**config.mk**
```make
export PLATFORM = sky130hd
export DESIGN_NAME = vga_timing_gen
export DESIGN_NICKNAME = d
export VERILOG_FILES = /design/src/rtl/vga_pkg.sv /design/src/rtl/raster_counter.sv /design/src/rtl/vga_timing_gen.sv
export SDC_FILE = /design/constraint.sdc
export NUM_CORES = 1
export LEC_CHECK = 0
export CORE_MARGIN = 4
export CORE_UTILIZATION = 49
export DETAILED_ROUTE_END_ITERATION = 12
export MAX_ROUTING_LAYER = met4
export PLACE_DENSITY_LB_ADDON = 0.3
export SETUP_SLACK_MARGIN = 0.05
export SLEW_MARGIN = 20
export SYNTH_ARGS = -nofsm -noshare
export SYNTH_HDL_FRONTEND = slang
export SYNTH_SLANG_ARGS = --single-unit
```
**constraint.sdc**
```tcl
create_clock -name CLOCK_25 -period 1.7 [get_ports CLOCK_25]
set_input_delay 0.255 -clock CLOCK_25 [delete_from_list [all_inputs] [get_ports CLOCK_25]]
set_output_delay 0.255 -clock CLOCK_25 [all_outputs]
set_load 0.01 [all_outputs]
```
**src/rtl/vga_pkg.sv**
```systemverilog
// Shared VGA timing constants, color definitions and small helpers for the Pong display path.
// Imported by the timing generator, the image generator and the ball/player logic.
package vga_pkg;

  localparam int H_ACTIVE = 640;
  localparam int H_FP     = 16;
  localparam int H_SYNC   = 96;
  localparam int H_BP     = 48;
  localparam int H_TOTAL  = H_ACTIVE + H_FP + H_SYNC + H_BP;

  localparam int V_ACTIVE = 480;
  localparam int V_FP     = 10;
  localparam int V_SYNC   = 2;
  localparam int V_BP     = 33;
  localparam int V_TOTAL  = V_ACTIVE + V_FP + V_SYNC + V_BP;

  localparam int COLOR_W = 3;
  localparam int COORD_W = 12;

  typedef logic [COLOR_W-1:0] color_t;
  typedef logic [COORD_W-1:0] coord_t;

  localparam color_t COLOR_BLACK   = 3'b000;
  localparam color_t COLOR_WHITE   = 3'b111;
  localparam color_t COLOR_PLAYER1 = 3'b001;
  localparam color_t COLOR_PLAYER2 = 3'b100;

  // Everything leaving the output register stage, kept together so it stays aligned.
  typedef struct packed {
    color_t rgb;
    logic   de;
    logic   hs;
    logic   vs;
    logic   tick;
  } vga_out_t;

  function automatic logic in_window(input coord_t v, input coord_t lo, input coord_t hi);
    return (v >= lo) && (v <= hi);
  endfunction

endpackage

```
**src/rtl/raster_counter.sv**
```systemverilog
// Free-running horizontal/vertical raster counters; hc wraps at H_TOTAL-1 and steps vc,
// both wrap together at the last pixel of the frame.
module raster_counter #(
  parameter int H_TOTAL = 800,
  parameter int V_TOTAL = 525
) (
  input  logic            clk_i,
  input  logic            rst_ni,
  output vga_pkg::coord_t hc_o,
  output vga_pkg::coord_t vc_o,
  output logic            eol_o,
  output logic            eof_o
);
  import vga_pkg::*;

  localparam coord_t H_LAST = coord_t'(H_TOTAL - 1);
  localparam coord_t V_LAST = coord_t'(V_TOTAL - 1);
  localparam coord_t ONE    = coord_t'(1);

  coord_t hc_q, hc_d;
  coord_t vc_q, vc_d;
  logic   eol, eof;

  assign eol = (hc_q == H_LAST);
  assign eof = eol && (vc_q == V_LAST);

  always_comb begin
    hc_d = hc_q + ONE;
    vc_d = vc_q;
    if (eol) begin
      hc_d = '0;
      vc_d = eof ? '0 : (vc_q + ONE);
    end
  end

  always_ff @(posedge clk_i or negedge rst_ni) begin
    if (!rst_ni) begin
      hc_q <= '0;
      vc_q <= '0;
    end else begin
      hc_q <= hc_d;
      vc_q <= vc_d;
    end
  end

  assign hc_o  = hc_q;
  assign vc_o  = vc_q;
  assign eol_o = eol;
  assign eof_o = eof;

endmodule

```
**src/rtl/vga_timing_gen.sv**
```systemverilog
// 640x480@60 raster timing: drives x/y to the image generator and registers the returned
// color together with DE, HS, VS and the once-per-frame game tick, all on one output stage.
module vga_timing_gen #(
  parameter int   H_ACTIVE    = 640,
  parameter int   H_FP        = 16,
  parameter int   H_SYNC      = 96,
  parameter int   H_BP        = 48,
  parameter int   V_ACTIVE    = 480,
  parameter int   V_FP        = 10,
  parameter int   V_SYNC      = 2,
  parameter int   V_BP        = 33,
  parameter logic SYNC_ACTIVE = 1'b0
) (
  input  logic        CLOCK_25,
  input  logic        RESET_N,
  output logic [11:0] x,
  output logic [11:0] y,
  input  logic [2:0]  color,
  output logic [2:0]  VGA_RGB,
  output logic        VGA_HS,
  output logic        VGA_VS,
  output logic        VGA_DE,
  output logic        FRAME_TICK
);
  import vga_pkg::*;

  localparam int H_TOT = H_ACTIVE + H_FP + H_SYNC + H_BP;
  localparam int V_TOT = V_ACTIVE + V_FP + V_SYNC + V_BP;

  localparam coord_t H_VIS      = coord_t'(H_ACTIVE);
  localparam coord_t V_VIS      = coord_t'(V_ACTIVE);
  localparam coord_t H_LAST_VIS = coord_t'(H_ACTIVE - 1);
  localparam coord_t V_LAST_VIS = coord_t'(V_ACTIVE - 1);
  localparam coord_t HS_FIRST   = coord_t'(H_ACTIVE + H_FP);
  localparam coord_t HS_LAST    = coord_t'(H_ACTIVE + H_FP + H_SYNC - 1);
  localparam coord_t VS_FIRST   = coord_t'(V_ACTIVE + V_FP);
  localparam coord_t VS_LAST    = coord_t'(V_ACTIVE + V_FP + V_SYNC - 1);

  localparam vga_out_t OUT_RESET = '{
    rgb:  COLOR_BLACK,
    de:   1'b0,
    hs:   ~SYNC_ACTIVE,
    vs:   ~SYNC_ACTIVE,
    tick: 1'b0
  };

  coord_t   hc, vc;
  logic     eol, eof;
  logic     visible;
  logic     hs_on, vs_on;
  vga_out_t out_q, out_d;

  raster_counter #(
    .H_TOTAL (H_TOT),
    .V_TOTAL (V_TOT)
  ) u_raster (
    .clk_i  (CLOCK_25),
    .rst_ni (RESET_N),
    .hc_o   (hc),
    .vc_o   (vc),
    .eol_o  (eol),
    .eof_o  (eof)
  );

  // The line/frame strobes are not needed here; the tick fires at end of the visible area.
  logic unused_strobes;
  assign unused_strobes = eol ^ eof;

  assign visible = (hc < H_VIS) && (vc < V_VIS);
  assign hs_on   = in_window(hc, HS_FIRST, HS_LAST);
  assign vs_on   = in_window(vc, VS_FIRST, VS_LAST);

  always_comb begin
    out_d      = OUT_RESET;
    out_d.rgb  = visible ? color : COLOR_BLACK;
    out_d.de   = visible;
    out_d.hs   = hs_on ? SYNC_ACTIVE : ~SYNC_ACTIVE;
    out_d.vs   = vs_on ? SYNC_ACTIVE : ~SYNC_ACTIVE;
    out_d.tick = (hc == H_LAST_VIS) && (vc == V_LAST_VIS);
  end

  always_ff @(posedge CLOCK_25 or negedge RESET_N) begin
    if (!RESET_N) begin
      out_q <= OUT_RESET;
    end else begin
      out_q <= out_d;
    end
  end

  assign x          = hc;
  assign y          = vc;
  assign VGA_RGB    = out_q.rgb;
  assign VGA_DE     = out_q.de;
  assign VGA_HS     = out_q.hs;
  assign VGA_VS     = out_q.vs;
  assign FRAME_TICK = out_q.tick;

endmodule

```
==> run_results.csv, run 1 <==
group,metric,value,unit
sta,skew,0.004364,ns
synth,syn_inst,141,
critical_path,cp_top_family,"buffers and inverters",
synth,synth_top_area_cell,"dfrtp_1",
synth,synth-seq-cells,31,
floorplan,dieHeight,63.98,µm
synth,synth_common_cells,"dfrtp_1, nand3_1, nand2_1, o21ai_0, xnor2_1",
route,drtPass1Iterations,4,
power_and_ir_drop,peakVddDrop,0.4547,mV
sta,fin_hold_ws,0.3066,ns
clocking,cts.sinks,31,
sta,finalSetupViolations,0,
route,drcViolationCount,0,
critical_path,path_max_fanout,7,
synth,netlist_top_cells_area,"dfrtp_1, xnor2_1, nand3_1",
critical_path,cp-start-kind,"flop",
synth,synth_area_per_cell,10.89,µm²
clocking,numCtsBuffers,5,
critical_path,critPathSlowestCell,"clkdlybuf4s50_1",
critical_path,worstSetupEndpointType,"output port",
synth,ys_warn_count,0,
place,gp_congestion,0.8153,
sta,max_slew.worst_pin.slew,0.3837,ns
power_and_ir_drop,p_per_area,595.1,nW/µm²
clocking,postCtsHoldBufs,0,
sta,fin_crit_sh,94.90,%
layout,synthToLayoutAreaGrowth,37.33,%
place,port_buffers,35,
critical_path,cp_num_cells,1,
floorplan,die_area,4093,µm²
global_route,grt_pass1_wl,5699,µm
sta,rsz0062_at_grt,"true",
critical_path,worst-path-buf-inv,1,
clocking,clockBufferDepth,2,
layout,multi_input_area,706.9,µm²
critical_path,r2r_cells,5,
route,wirelength,3264,µm
synth,synth-seq-area-share,50.69,%
critical_path,crit_chain,"clkdlybuf4s50_1",
run_status,outcome,"completed",
route,ant_nets,0,
layout,seq_area,787.0,µm²
global_route,grt_overflow,0,
layout,drive_above_1_share,22.16,%
route,vias,1215,
critical_path,crit_type,"reg2out",
global_route,grtUsageTotal,18.56,%
floorplan,coreArea,3028,µm²
synth,synth_top_area_share,47.27,%
global_route,antenna_found_initial,0,
global_route,grt_max_degree,32,
place,dp_hpwl,2445,µm
sta,period_minus_slack,1.613,ns
clocking,cts_tree,"done",
floorplan,io_pins,36,
job,drv_cap,0,
synth,synth_edf_count,0,
critical_path,required,1.44,ns
synth,synth_most_common_cell,"dfrtp_1",
sta,relSlewSlack,74.42,%
route,avgViaCountPerCell,5.105,
critical_path,rrSetupSlack,0.13,ns
clocking,clock_latency,0.33,ns
synth,syn-num-nets,150,
layout,n_fill_cell,232,
synth,post_synth_num_cell_types,37,
critical_path,r2r_start,"u_raster.hc_o[7]",
layout,num-nets-final,202,
clocking,post_cts_resized,4,
clocking,cts_htree_levels,2,
floorplan,die_w,63.98,µm
synth,ys.flop_type,"dfrtp_1",
critical_path,arrival,1.36,ns
critical_path,critPathMaxStageDelay,0.57,ns
critical_path,r2r-end,"u_raster.vc_o[8]",
min_path,worst_hold_path_type,"in2async",
synth,ys_async_sr_fraction,100.0,%
clocking,post_cts.repair.setup_buffers,0,
sta,max_freq,619.8,MHz
floorplan,start_util,50.70,%
route,wl_per_cell,13.71,µm
clocking,cts_root_buf,"clkbuf_4",
power_and_ir_drop,leakage,0.0009424,µW
route,drt-initial-drc-count,29,
layout,diodes,0,
floorplan,rows,20,
synth,syn-cell-area,1535,µm²
clocking,path_clk_slew,0.09,ns
sta,fin_tns_setup,0,ns
global_route,grt_pass1_vias,1211,
sta,maxSlewViolCount,0,
sta,finalHoldViolations,0,
[cells by family (layout without fill, tap and decap cells)]
| group | count (synthesis) | in the layout | share of synthesized area [%] |
|---|---|---|---|
| simple gates | 68 | 68 | 26.57 |
| flops | 31 | 31 | 50.69 |
| compound gates | 15 | 15 | 7.253 |
| xor+xnor | 14 | 14 | 7.987 |
| buf+inv | 8 | 61 | 3.586 |
| fa+ha+maj | 4 | 4 | 3.260 |
| mux | 1 | 1 | 0.6520 |
[report_power, final]
part	leakage [µW]	switching [µW]	total [µW]	internal (µW)
clock	0.0000386	235	478	243
sequential	0.000388	0.899	741	740
combinational	0.000516	18.1	35.2	17.1
[how the worst max path moves through the flow]
stage                          start               end  slack (ns)
floorplan           u_raster.hc_o[0]  u_raster.vc_o[9]        0.11
global placement    u_raster.hc_o[7]  u_raster.vc_o[6]        0.21
global route        u_raster.vc_o[0]  u_raster.vc_o[4]        0.01
detailed placement  u_raster.hc_o[7]  u_raster.vc_o[8]        0.14
CTS                 u_raster.hc_o[4]              x[4]        0.06
finish              u_raster.vc_o[2]              y[2]        0.09
[flip-flops by register name (all words and copies together), names as in the netlist]
| signal | flops |
|---|---|
| VGA_HS | 1 |
| FRAME_TICK | 1 |
| VGA_VS | 1 |
| u_raster.vc_o | 12 |
| VGA_RGB | 3 |
| u_raster.hc_o | 12 |
| VGA_DE | 1 |
[cell type report]
cell class | instances | area share, %
Sequential cell | 31 | 37.33
Inverter | 5 | 0.8902
Tap cell | 44 | 2.611
Clock buffer | 8 | 3.264
Timing Repair Buffer | 48 | 22.37
Multi-Input combinational cell | 102 | 33.53
[per-layer routing]
metal	up-vias	share of wire, %	global-route usage, %
li1	611	-	-
met1	574	45	22.35
met2	26	50	30.06
met3	4	4.7	5.975
met4	0	0.55	4.852
met5	-	0	-
[metrics by stage]
step	utilization [%]	std cells	worst slack (ns)	total power (µW)	instance area, µm²
floorplan	-	141	0.1141	760.5	1535
global placement	66.12	230	0.2133	791.9	2002
detailed placement	66.12	230	0.1360	792.8	2002
CTS	68.39	238	0.05571	1275	2071
global route	69.63	238	0.01109	1314	2108
finish	69.63	238	0.08664	1255	2108
[cells in the final DEF, fill, tap and decap left out, types with 5 or more instances in the layout]
master / count
dlymetal6s2s_1: 9
nor2_1: 6
nand3_1: 13
clkbuf_4: 5
and2_1: 5
nand2_1: 9
xor2_1: 5
xnor2_1: 9
buf_4: 12
inv_1: 5
clkdlybuf4s50_1: 24
dfrtp_1: 22
o21ai_0: 9
dfrtp_2: 7
nand4_1: 7
No activity file was read; power rests on OpenSTA's default activity.
==> run 2, diff against run 1 <==
- CTS_CLUSTER_DIAMETER: not set -> 80
==> results of run 2 <==
No change in the layout: final DEF, timing and power equal those of run 1.
